### config.mk
export PLATFORM = sky130hd
export DESIGN_NAME = alu_ctrl_stage
export DESIGN_NICKNAME = d
export VERILOG_FILES = /design/src/rtl/alu_pkg.sv /design/src/rtl/alu_decode.sv /design/src/rtl/alu_ctrl_stage.sv
export SDC_FILE = /design/constraint.sdc
export NUM_CORES = 1
export LEC_CHECK = 0
export CAP_MARGIN = 25
export CORE_ASPECT_RATIO = 1.4
export CORE_MARGIN = 2
export CORE_UTILIZATION = 43
export CTS_CLUSTER_SIZE = 25
export DETAILED_ROUTE_END_ITERATION = 10
export HOLD_SLACK_MARGIN = 0.02
export PLACE_DENSITY_LB_ADDON = 0.15
export SLEW_MARGIN = 40
export SYNTH_ARGS = -nofsm -noshare
export SYNTH_HDL_FRONTEND = slang
export SYNTH_SLANG_ARGS = --single-unit
### constraint.sdc
create_clock -name clk -period 4.7 [get_ports clk]
set_input_delay 1.175 -clock clk [delete_from_list [all_inputs] [get_ports clk]]
set_output_delay 1.175 -clock clk [all_outputs]
set_load 0.02 [all_outputs]
### src/rtl/alu_pkg.sv
// Purpose: shared ALU function codes, MIPS opcode/funct values and ID/EX stage record.
// Latency: n/a (constants and types only).
// Backpressure: n/a.
package alu_pkg;

    // ALU Func: bit 3 inverts In2 and sets carry-in, bits [2:0] select the operation.
    localparam logic [3:0] ALU_AND  = 4'b0000;
    localparam logic [3:0] ALU_OR   = 4'b0001;
    localparam logic [3:0] ALU_XOR  = 4'b0010;
    localparam logic [3:0] ALU_XNOR = 4'b0011;
    localparam logic [3:0] ALU_ADD  = 4'b0100;
    localparam logic [3:0] ALU_SUB  = 4'b1100;
    localparam logic [3:0] ALU_SLT  = 4'b1101;

    localparam logic [5:0] OP_RTYPE = 6'h00;
    localparam logic [5:0] OP_BEQ   = 6'h04;
    localparam logic [5:0] OP_BNE   = 6'h05;
    localparam logic [5:0] OP_ADDI  = 6'h08;
    localparam logic [5:0] OP_ADDIU = 6'h09;
    localparam logic [5:0] OP_SLTI  = 6'h0A;
    localparam logic [5:0] OP_ANDI  = 6'h0C;
    localparam logic [5:0] OP_ORI   = 6'h0D;
    localparam logic [5:0] OP_XORI  = 6'h0E;
    localparam logic [5:0] OP_LW    = 6'h23;
    localparam logic [5:0] OP_SW    = 6'h2B;

    localparam logic [5:0] FN_ADD  = 6'h20;
    localparam logic [5:0] FN_ADDU = 6'h21;
    localparam logic [5:0] FN_SUB  = 6'h22;
    localparam logic [5:0] FN_SUBU = 6'h23;
    localparam logic [5:0] FN_AND  = 6'h24;
    localparam logic [5:0] FN_OR   = 6'h25;
    localparam logic [5:0] FN_XOR  = 6'h26;
    localparam logic [5:0] FN_SLT  = 6'h2A;

    // Contents of the ID/EX output register.
    typedef struct packed {
        logic        valid;
        logic [3:0]  func;
        logic [31:0] in1;
        logic [31:0] in2;
        logic [4:0]  wr_reg;
        logic        wr_en;
        logic        illegal;
    } stage_t;

    localparam stage_t STAGE_BUBBLE = '{
        valid:   1'b0,
        func:    ALU_ADD,
        in1:     32'd0,
        in2:     32'd0,
        wr_reg:  5'd0,
        wr_en:   1'b0,
        illegal: 1'b0
    };

endpackage

### src/rtl/alu_decode.sv
// Purpose: decode a MIPS-style instruction into ALU Func, operands and writeback target.
// Latency: purely combinational.
// Backpressure: none; the owning stage decides when the result is captured.
// Ports: instr/rs_data/rt_data in; func, in1, in2, wr_reg, wr_en, illegal out.
module alu_decode
    import alu_pkg::*;
(
    input  logic [31:0] instr,
    input  logic [31:0] rs_data,
    input  logic [31:0] rt_data,
    output logic [3:0]  func,
    output logic [31:0] in1,
    output logic [31:0] in2,
    output logic [4:0]  wr_reg,
    output logic        wr_en,
    output logic        illegal
);

    logic [5:0]  opcode;
    logic [5:0]  funct;
    logic [4:0]  rt_idx;
    logic [4:0]  rd_idx;
    logic [15:0] imm;
    logic [31:0] imm_sext;
    logic [31:0] imm_zext;
    logic        unused_fields;

    assign opcode   = instr[31:26];
    assign rt_idx   = instr[20:16];
    assign rd_idx   = instr[15:11];
    assign funct    = instr[5:0];
    assign imm      = instr[15:0];
    assign imm_sext = {{16{imm[15]}}, imm};
    assign imm_zext = {16'd0, imm};
    // rs index and shamt are not needed: rs data arrives already read.
    assign unused_fields = ^{instr[25:21], instr[10:6]};

    always_comb begin
        func    = ALU_ADD;
        in1     = rs_data;
        in2     = rt_data;
        wr_reg  = 5'd0;
        wr_en   = 1'b0;
        illegal = 1'b0;
        case (opcode)
            OP_RTYPE: begin
                wr_reg = rd_idx;
                wr_en  = 1'b1;
                case (funct)
                    FN_ADD, FN_ADDU: func = ALU_ADD;
                    FN_SUB, FN_SUBU: func = ALU_SUB;
                    FN_AND:          func = ALU_AND;
                    FN_OR:           func = ALU_OR;
                    FN_XOR:          func = ALU_XOR;
                    FN_SLT:          func = ALU_SLT;
                    default: begin
                        illegal = 1'b1;
                        wr_reg  = 5'd0;
                        wr_en   = 1'b0;
                    end
                endcase
            end
            OP_ADDI, OP_ADDIU: begin
                in2 = imm_sext; wr_reg = rt_idx; wr_en = 1'b1;
            end
            OP_SLTI: begin
                func = ALU_SLT; in2 = imm_sext; wr_reg = rt_idx; wr_en = 1'b1;
            end
            OP_ANDI: begin
                func = ALU_AND; in2 = imm_zext; wr_reg = rt_idx; wr_en = 1'b1;
            end
            OP_ORI: begin
                func = ALU_OR; in2 = imm_zext; wr_reg = rt_idx; wr_en = 1'b1;
            end
            OP_XORI: begin
                func = ALU_XOR; in2 = imm_zext; wr_reg = rt_idx; wr_en = 1'b1;
            end
            OP_LW: begin
                in2 = imm_sext; wr_reg = rt_idx; wr_en = 1'b1;
            end
            OP_SW: begin
                // Address computation only; the store does not write the register file.
                in2 = imm_sext; wr_reg = rt_idx;
            end
            OP_BEQ, OP_BNE: begin
                // Compare by subtraction; rt data stays on In2.
                func = ALU_SUB;
            end
            default: illegal = 1'b1;
        endcase
        // r0 is hardwired to zero, so a write to it is dropped.
        if (wr_reg == 5'd0) begin
            wr_en = 1'b0;
        end
    end

endmodule

### src/rtl/alu_ctrl_stage.sv
// Purpose: ID/EX pipeline register feeding the ALU with decoded Func/In1/In2.
// Latency: one cycle from capture edge to outputs.
// Backpressure: stall holds the register and drops in_ready; flush loads a bubble and overrides stall.
// Ports: clk, rst (async high); in_valid/in_instr/in_rs_data/in_rt_data, stall, flush in;
//        in_ready, out_valid, out_func, out_in1, out_in2, out_wr_reg, out_wr_en, out_illegal out.
module alu_ctrl_stage
    import alu_pkg::*;
#(
    parameter int XLEN = 32
) (
    input  logic            clk,
    input  logic            rst,
    input  logic            in_valid,
    input  logic [31:0]     in_instr,
    input  logic [XLEN-1:0] in_rs_data,
    input  logic [XLEN-1:0] in_rt_data,
    input  logic            stall,
    input  logic            flush,
    output logic            in_ready,
    output logic            out_valid,
    output logic [3:0]      out_func,
    output logic [XLEN-1:0] out_in1,
    output logic [XLEN-1:0] out_in2,
    output logic [4:0]      out_wr_reg,
    output logic            out_wr_en,
    output logic            out_illegal
);

    stage_t dec;
    stage_t stage_q;

    alu_decode u_decode (
        .instr   (in_instr),
        .rs_data (in_rs_data),
        .rt_data (in_rt_data),
        .func    (dec.func),
        .in1     (dec.in1),
        .in2     (dec.in2),
        .wr_reg  (dec.wr_reg),
        .wr_en   (dec.wr_en),
        .illegal (dec.illegal)
    );

    // Illegal instructions still travel as valid so the next stage can trap on them.
    assign dec.valid = 1'b1;

    assign in_ready = !stall;

    always_ff @(posedge clk or posedge rst) begin
        if (rst) begin
            stage_q <= STAGE_BUBBLE;
        end else if (flush) begin
            stage_q <= STAGE_BUBBLE;
        end else if (!stall) begin
            stage_q <= in_valid ? dec : STAGE_BUBBLE;
        end
    end

    assign out_valid   = stage_q.valid;
    assign out_func    = stage_q.func;
    assign out_in1     = stage_q.in1;
    assign out_in2     = stage_q.in2;
    assign out_wr_reg  = stage_q.wr_reg;
    assign out_wr_en   = stage_q.wr_en;
    assign out_illegal = stage_q.illegal;

endmodule

== Word-level counts from Yosys, hierarchy flattened ==
Index checks and enable logic that the tools add are counted.

* Register bits: 76
* Input bits: 101
* Word-level logic and storage cells: 50

* Equal/unequal tests: 19
* Muxes and demuxes: 13
* Reduce and logical (&&, ||, !) cells: 11

{| class="wikitable"
|+ Operators with widths
! operator !! count
|-
| 2-to-1 mux 76 bit || 3
|-
| one-hot mux 32 bit (2 select lines) || 1
|-
| == test 6 bit (second input constant) || 10
|-
| == test 6 x 4 -> 1 bit (second input constant) || 6
|-
| one-hot mux 4 bit (6 select lines) || 1
|-
| one-hot mux 4 bit (5 select lines) || 1
|-
| OR reduction 8 bit || 2
|-
| == test 6 x 3 -> 1 bit (second input constant) || 2
|-
| one-hot mux 5 bit (2 select lines) || 1
|-
| OR reduction 10 bit || 1
|-
| OR reduction 7 bit || 1
|-
| zero test 6 bit || 1
|-
| zero test 5 bit || 1
|-
| 2-to-1 mux 5 bit || 1
|-
| OR reduction 5 bit || 1
|-
| one-hot mux 1 bit (2 select lines) || 2
|-
| OR reduction 2 bit || 2
|-
| 2-to-1 mux 1 bit || 3
|-
| OR reduction 3 bit || 1
|-
| inequality test 2 x 1 -> 1 bit (second input constant) || 1
|-
| zero test 1 bit || 1
|}

== Logic depth before layout (Yosys ltp) ==
* Word-level depth: 9
* Mapped depth: 8
* Depth with buffers taken out: 5

== Modules after synthesis ==
From an unflattened synthesis, not the netlist that was laid out.

* Cells, all modules: 432
* Area, all modules: 4087.7 um^2

{| class="wikitable"
|+ By module, submodules not included
! module !! instances !! cells an instance !! area each (um^2)
|-
| alu_ctrl_stage || 1 || 267 || 3149.3
|-
| alu_decode || 1 || 165 || 938.4
|}

== Worst setup path after synthesis ==
OpenSTA, ideal clock, no wires.

* Kind: input-to-output
* From: input port stall
* To: output port in_ready
* Arrival: 1.267 ns
* Slack: 2.258 ns
* Stages: 1
* Path through: inv_2

* Cells in the longest elaborated chain, start to end: 1

{| class="wikitable"
|+ RTL lines
! element !! RTL line !! RTL
|-
| from (decl) || alu_ctrl_stage.sv:17 || <nowiki>input logic stall,</nowiki>
|-
| zero test 1 bit || -- ||
|-
| to (decl) || alu_ctrl_stage.sv:19 || <nowiki>output logic in_ready,</nowiki>
|}

No other way between the ends.

== Worst setup path after layout ==
Ends and elaborated chain as after synthesis.

==> impl_results.html <==
<table>
<tr><th>Metric</th><th>Value</th></tr>
<tr><th colspan="2">Outcome</th></tr>
<tr><td>Outcome</td><td>finished, final reports clean</td></tr>
<tr><th colspan="2">Timing</th></tr>
<tr><td>Setup clock skew after layout</td><td>0 ns</td></tr>
<tr><td>Max Transition Viols Final</td><td>0</td></tr>
<tr><td>RSZ-0062 raised after global routing</td><td>false</td></tr>
<tr><td>Max-slew headroom at the worst pin</td><td>0.5479</td></tr>
<tr><td>Final critical-path required period</td><td>3.502 ns</td></tr>
<tr><td>Endpoints failing setup</td><td>0</td></tr>
<tr><td>Setup TNS</td><td>0 ns</td></tr>
<tr><td>Worst-margin pin slew</td><td>0.6781 ns</td></tr>
<tr><td>Share of the clock period used by the worst path after layout</td><td>0.7452</td></tr>
<tr><td>Achievable Freq</td><td>285.5 MHz</td></tr>
<tr><td>Final hold violation count</td><td>0</td></tr>
<tr><th colspan="2">Route</th></tr>
<tr><td>Post-Route WL</td><td>9.606 mm</td></tr>
<tr><td>Routed vias/inst</td><td>5.341</td></tr>
<tr><td>DRC violation count after routing</td><td>0</td></tr>
<tr><td>Detailed Route Iter0 Violations</td><td>152</td></tr>
<tr><td>DR WL/cell</td><td>16.36 µm</td></tr>
<tr><td>Number of nets still failing antenna checks after routing</td><td>0</td></tr>
<tr><td>First-pass iteration count of the detailed router</td><td>4</td></tr>
<tr><td>Via total after detailed routing</td><td>3,135</td></tr>
<tr><th colspan="2">Power</th></tr>
<tr><td>Leakage</td><td>2.311 nW</td></tr>
<tr><td>Total power draw</td><td>0.001552 W</td></tr>
<tr><td>Total power per unit cell area</td><td>285.7 nW/µm²</td></tr>
<tr><td>Max VDD drop</td><td>0.1937 mV</td></tr>
<tr><th colspan="2">Floorplan</th></tr>
<tr><td>Full die area</td><td>8606 µm²</td></tr>
<tr><td>Site Rows</td><td>38</td></tr>
<tr><td>Core area</td><td>7702 µm²</td></tr>
<tr><td>Effective utilization at floorplan</td><td>0.4394</td></tr>
<tr><td>DIE WIDTH</td><td>78.98 µm</td></tr>
<tr><td>I/O Pins</td><td>178</td></tr>
<tr><td>Height of the die</td><td>109.0 µm</td></tr>
<tr><th colspan="2">Logic synthesis</th></tr>
<tr><td>Number of storage elements in the synthesis netlist</td><td>76</td></tr>
<tr><td>Cell variety after synth</td><td>44</td></tr>
<tr><td>Yosys Warn Count</td><td>0</td></tr>
<tr><td>Proportion of synthesized chip area in sequential cells</td><td>0.5623</td></tr>
<tr><td>Portion of synthesized cell area occupied by the leading cell type</td><td>0.5545</td></tr>
<tr><td>Synthesized Nets</td><td>415</td></tr>
<tr><td>Avg Synthesized Cell Area</td><td>10.78 µm²</td></tr>
<tr><td>Async set-or-reset flop fraction in the synthesized netlist</td><td>1.000</td></tr>
<tr><td>Leading cell types by total area after synthesis</td><td>dfrtp_1 (55%), a22o_1 (9.1%), mux2i_1 (4.7%), nand2_1 (4.4%), o21ai_0 (3.3%)</td></tr>
<tr><td>Post-synth EDFFs</td><td>0</td></tr>
<tr><td>Commonest register cell after synthesis</td><td>dfrtp_1</td></tr>
<tr><td>Commonest cells in the netlist</td><td>dfrtp_1 (75), nand2_1 (40), a22o_1 (35)</td></tr>
<tr><td>Most used standard cell by instance count after synthesis</td><td>dfrtp_1</td></tr>
<tr><td>Cell type with the largest total area after synthesis</td><td>dfrtp_1</td></tr>
<tr><td>Netlist area before placement</td><td>3384 µm²</td></tr>
<tr><td>Post-synthesis instance total</td><td>314</td></tr>
<tr><th colspan="2">Worst setup path</th></tr>
<tr><td>Category of the worst setup path launch point</td><td>input pin</td></tr>
<tr><td>Largest stage delay, worst path</td><td>0.60 ns</td></tr>
<tr><td>Nature of the critical path endpoint</td><td>output port</td></tr>
<tr><td>Slowest cell on the critical path</td><td>clkdlybuf4s50_1</td></tr>
<tr><td>Arrival time worst endpoint</td><td>2.33 ns</td></tr>
<tr><td>Critical path's top delay family</td><td>buffers and inverters</td></tr>
<tr><td>Maximum net fanout on the critical path</td><td>3</td></tr>
<tr><td>Worst Path Buf+Inv</td><td>3</td></tr>
<tr><td>Most common cell type on the critical path</td><td>clkdlybuf4s50_1</td></tr>
<tr><td>Critical Path, Cell by Cell</td><td>clkdlybuf4s50_1 -&gt; inv_2 -&gt; clkdlybuf4s50_1</td></tr>
<tr><td>Data required time at the worst endpoint</td><td>3.52 ns</td></tr>
<tr><td>Type of the worst setup path</td><td>in2out</td></tr>
<tr><th colspan="2">Cells and area</th></tr>
<tr><td>Number of antenna repair diodes</td><td>0</td></tr>
<tr><td>Filler cells</td><td>611</td></tr>
<tr><td>Final net count</td><td>583</td></tr>
<tr><td>Fraction of final layout cells with drive strength greater than 1</td><td>0.07187</td></tr>
<tr><td>Area overhead of the layout relative to synthesis</td><td>60.48%</td></tr>
<tr><td>Post-route cell area</td><td>5431 µm²</td></tr>
<tr><td>Utilization of the core after routing</td><td>0.7052</td></tr>
<tr><td>Non-filler instance count after layout</td><td>587</td></tr>
<tr><th colspan="2">CTS</th></tr>
<tr><td>Resize count post-CTS</td><td>0</td></tr>
<tr><td>Post-CTS setup buffers</td><td>0</td></tr>
<tr><td>Clock tree from TritonCTS</td><td>built</td></tr>
<tr><td>Root buf cell</td><td>clkbuf_8</td></tr>
<tr><td>CTS Buffer Depth</td><td>2</td></tr>
<tr><td>Number of sinks handled by clock tree synthesis</td><td>76</td></tr>
<tr><td>TritonCTS Buffers</td><td>9</td></tr>
<tr><td>CTS hold repair buffers</td><td>0</td></tr>
<tr><td>Worst-skew pair later-pin latency</td><td>0.34 ns</td></tr>
<tr><td>CTS clock-pin slew for the worst setup and hold paths</td><td>0.07 ns</td></tr>
<tr><td>Htree depth</td><td>3</td></tr>
<tr><th colspan="2">Placed design</th></tr>
<tr><td>Count of input and output buffers</td><td>172</td></tr>
<tr><td>Cell area reported after detailed placement</td><td>5192 µm²</td></tr>
<tr><td>RD Place Congestion</td><td>0.8161</td></tr>
<tr><td>Placed cell count</td><td>571</td></tr>
<tr><td>Placed wire-length estimate after detailed placement</td><td>7.035 mm</td></tr>
<tr><th colspan="2">GRT</th></tr>
<tr><td>Via count of the first global-routing pass</td><td>3,096</td></tr>
<tr><td>Global-route wire length before repair</td><td>15.37 mm</td></tr>
<tr><td>Overflow left after global routing</td><td>0</td></tr>
<tr><td>Tot GR Track Use</td><td>0.2315</td></tr>
<tr><td>Maximum number of pins on one net before global-route repair</td><td>77</td></tr>
<tr><td>Antenna violations before repair</td><td>0</td></tr>
<tr><th colspan="2">Flow run</th></tr>
<tr><td>Reported max-cap violation count</td><td>0</td></tr>
<tr><th colspan="2">Worst hold path</th></tr>
<tr><td>Worst min path class</td><td>reg2reg</td></tr>
</table>
[worst reg2reg max path: stages (launching register included)]
cell and delay (ns):
dfrtp_1 0.42, a222oi_1 0.31, nor3_1 0.09
[layout make-up]
type	instances	area [µm²]	share of cell area
sequential	76	1903	0.3504
timing repair buffer	180	1805	0.3324
multi-input combinational	211	1344	0.2474
clock buffer	10	127.6	0.02350
tap	100	125.1	0.02304
clock inverter	6	111.4	0.02050
inverter	4	15.01	0.002764
[layout by cell type, fill, tap and decap left out, types with 3 or more instances in the layout]
cell type        count
a21oi_1              9
nand2b_1             3
a221o_1              5
o21ai_1             12
and3_1               6
nand4_1              5
a22o_1              35
clkdlybuf4s50_1    172
clkbuf_8             9
mux2i_1             16
nand2_1             40
inv_2                3
nor3b_1              3
dfrtp_1             75
o21ai_0             22
nor3_1               3
buf_4                6
bufinv_16            3
nor2_1              25
[per-stage QoR]
| step | worst slack, ns | hold slack (ns) |
|---|---|---|
| 6_report | 1.198 | 0.4832 |
| 5_1_grt | 1.153 | 0.5038 |
| 4_1_cts | 1.192 | 0.4867 |
| 3_5_place_dp | 1.198 | 0.4670 |
| 3_3_place_gp | 1.199 | 0.4626 |
| 2_1_floorplan | 1.588 | 0.5151 |
[kinds of logic after synthesis]
| kind of cell | Yosys count | synth area share |
|---|---|---|
| and+or+nand+nor | 98 | 0.1401 |
| DFF | 76 | 0.5623 |
| AOI/OAI and AO/OA | 96 | 0.2011 |
| buffers and inverters | 27 | 0.04658 |
| muxes | 16 | 0.04732 |
| xor gates and xnor gates | 1 | 0.002588 |
[path summary, 6_finish.rpt]
kind / from / end / slack [ns] / depth (start not counted)
min reg2reg: out_in2[27] / out_in2[27] / 0.48 / 2
min in group asynchronous: rst / out_in1[10] / 1.31 / 3
max reg2reg: out_wr_en / out_wr_en / 3.76 / 2
max: stall / in_ready / 1.20 / 3
max in group asynchronous: rst / out_in1[0] / 2.91 / 3
min: out_in2[27] / out_in2[27] / 0.48 / 2
[where the power goes]
group | leakage [nW] | internal (W) | switching, W | total, W
combinational | 1.16 | 0.000146 | 0.000125 | 0.000271
sequential | 1.04 | 0.000677 | 0.0000122 | 0.000689
clock | 0.117 | 0.000354 | 0.000238 | 0.000592
total | 2.31 | 0.00118 | 0.000376 | 0.00155
[routing by layer]
metal  global-route usage  wire, µm  up-vias
li1                     -         -     1477
met1               0.2696      3767     1522
met2               0.4098      5023      124
met3              0.06457       657       12
met4              0.07635       157        0
met5                    0         0        -
Note: power is estimated with default switching activity, not from simulation.
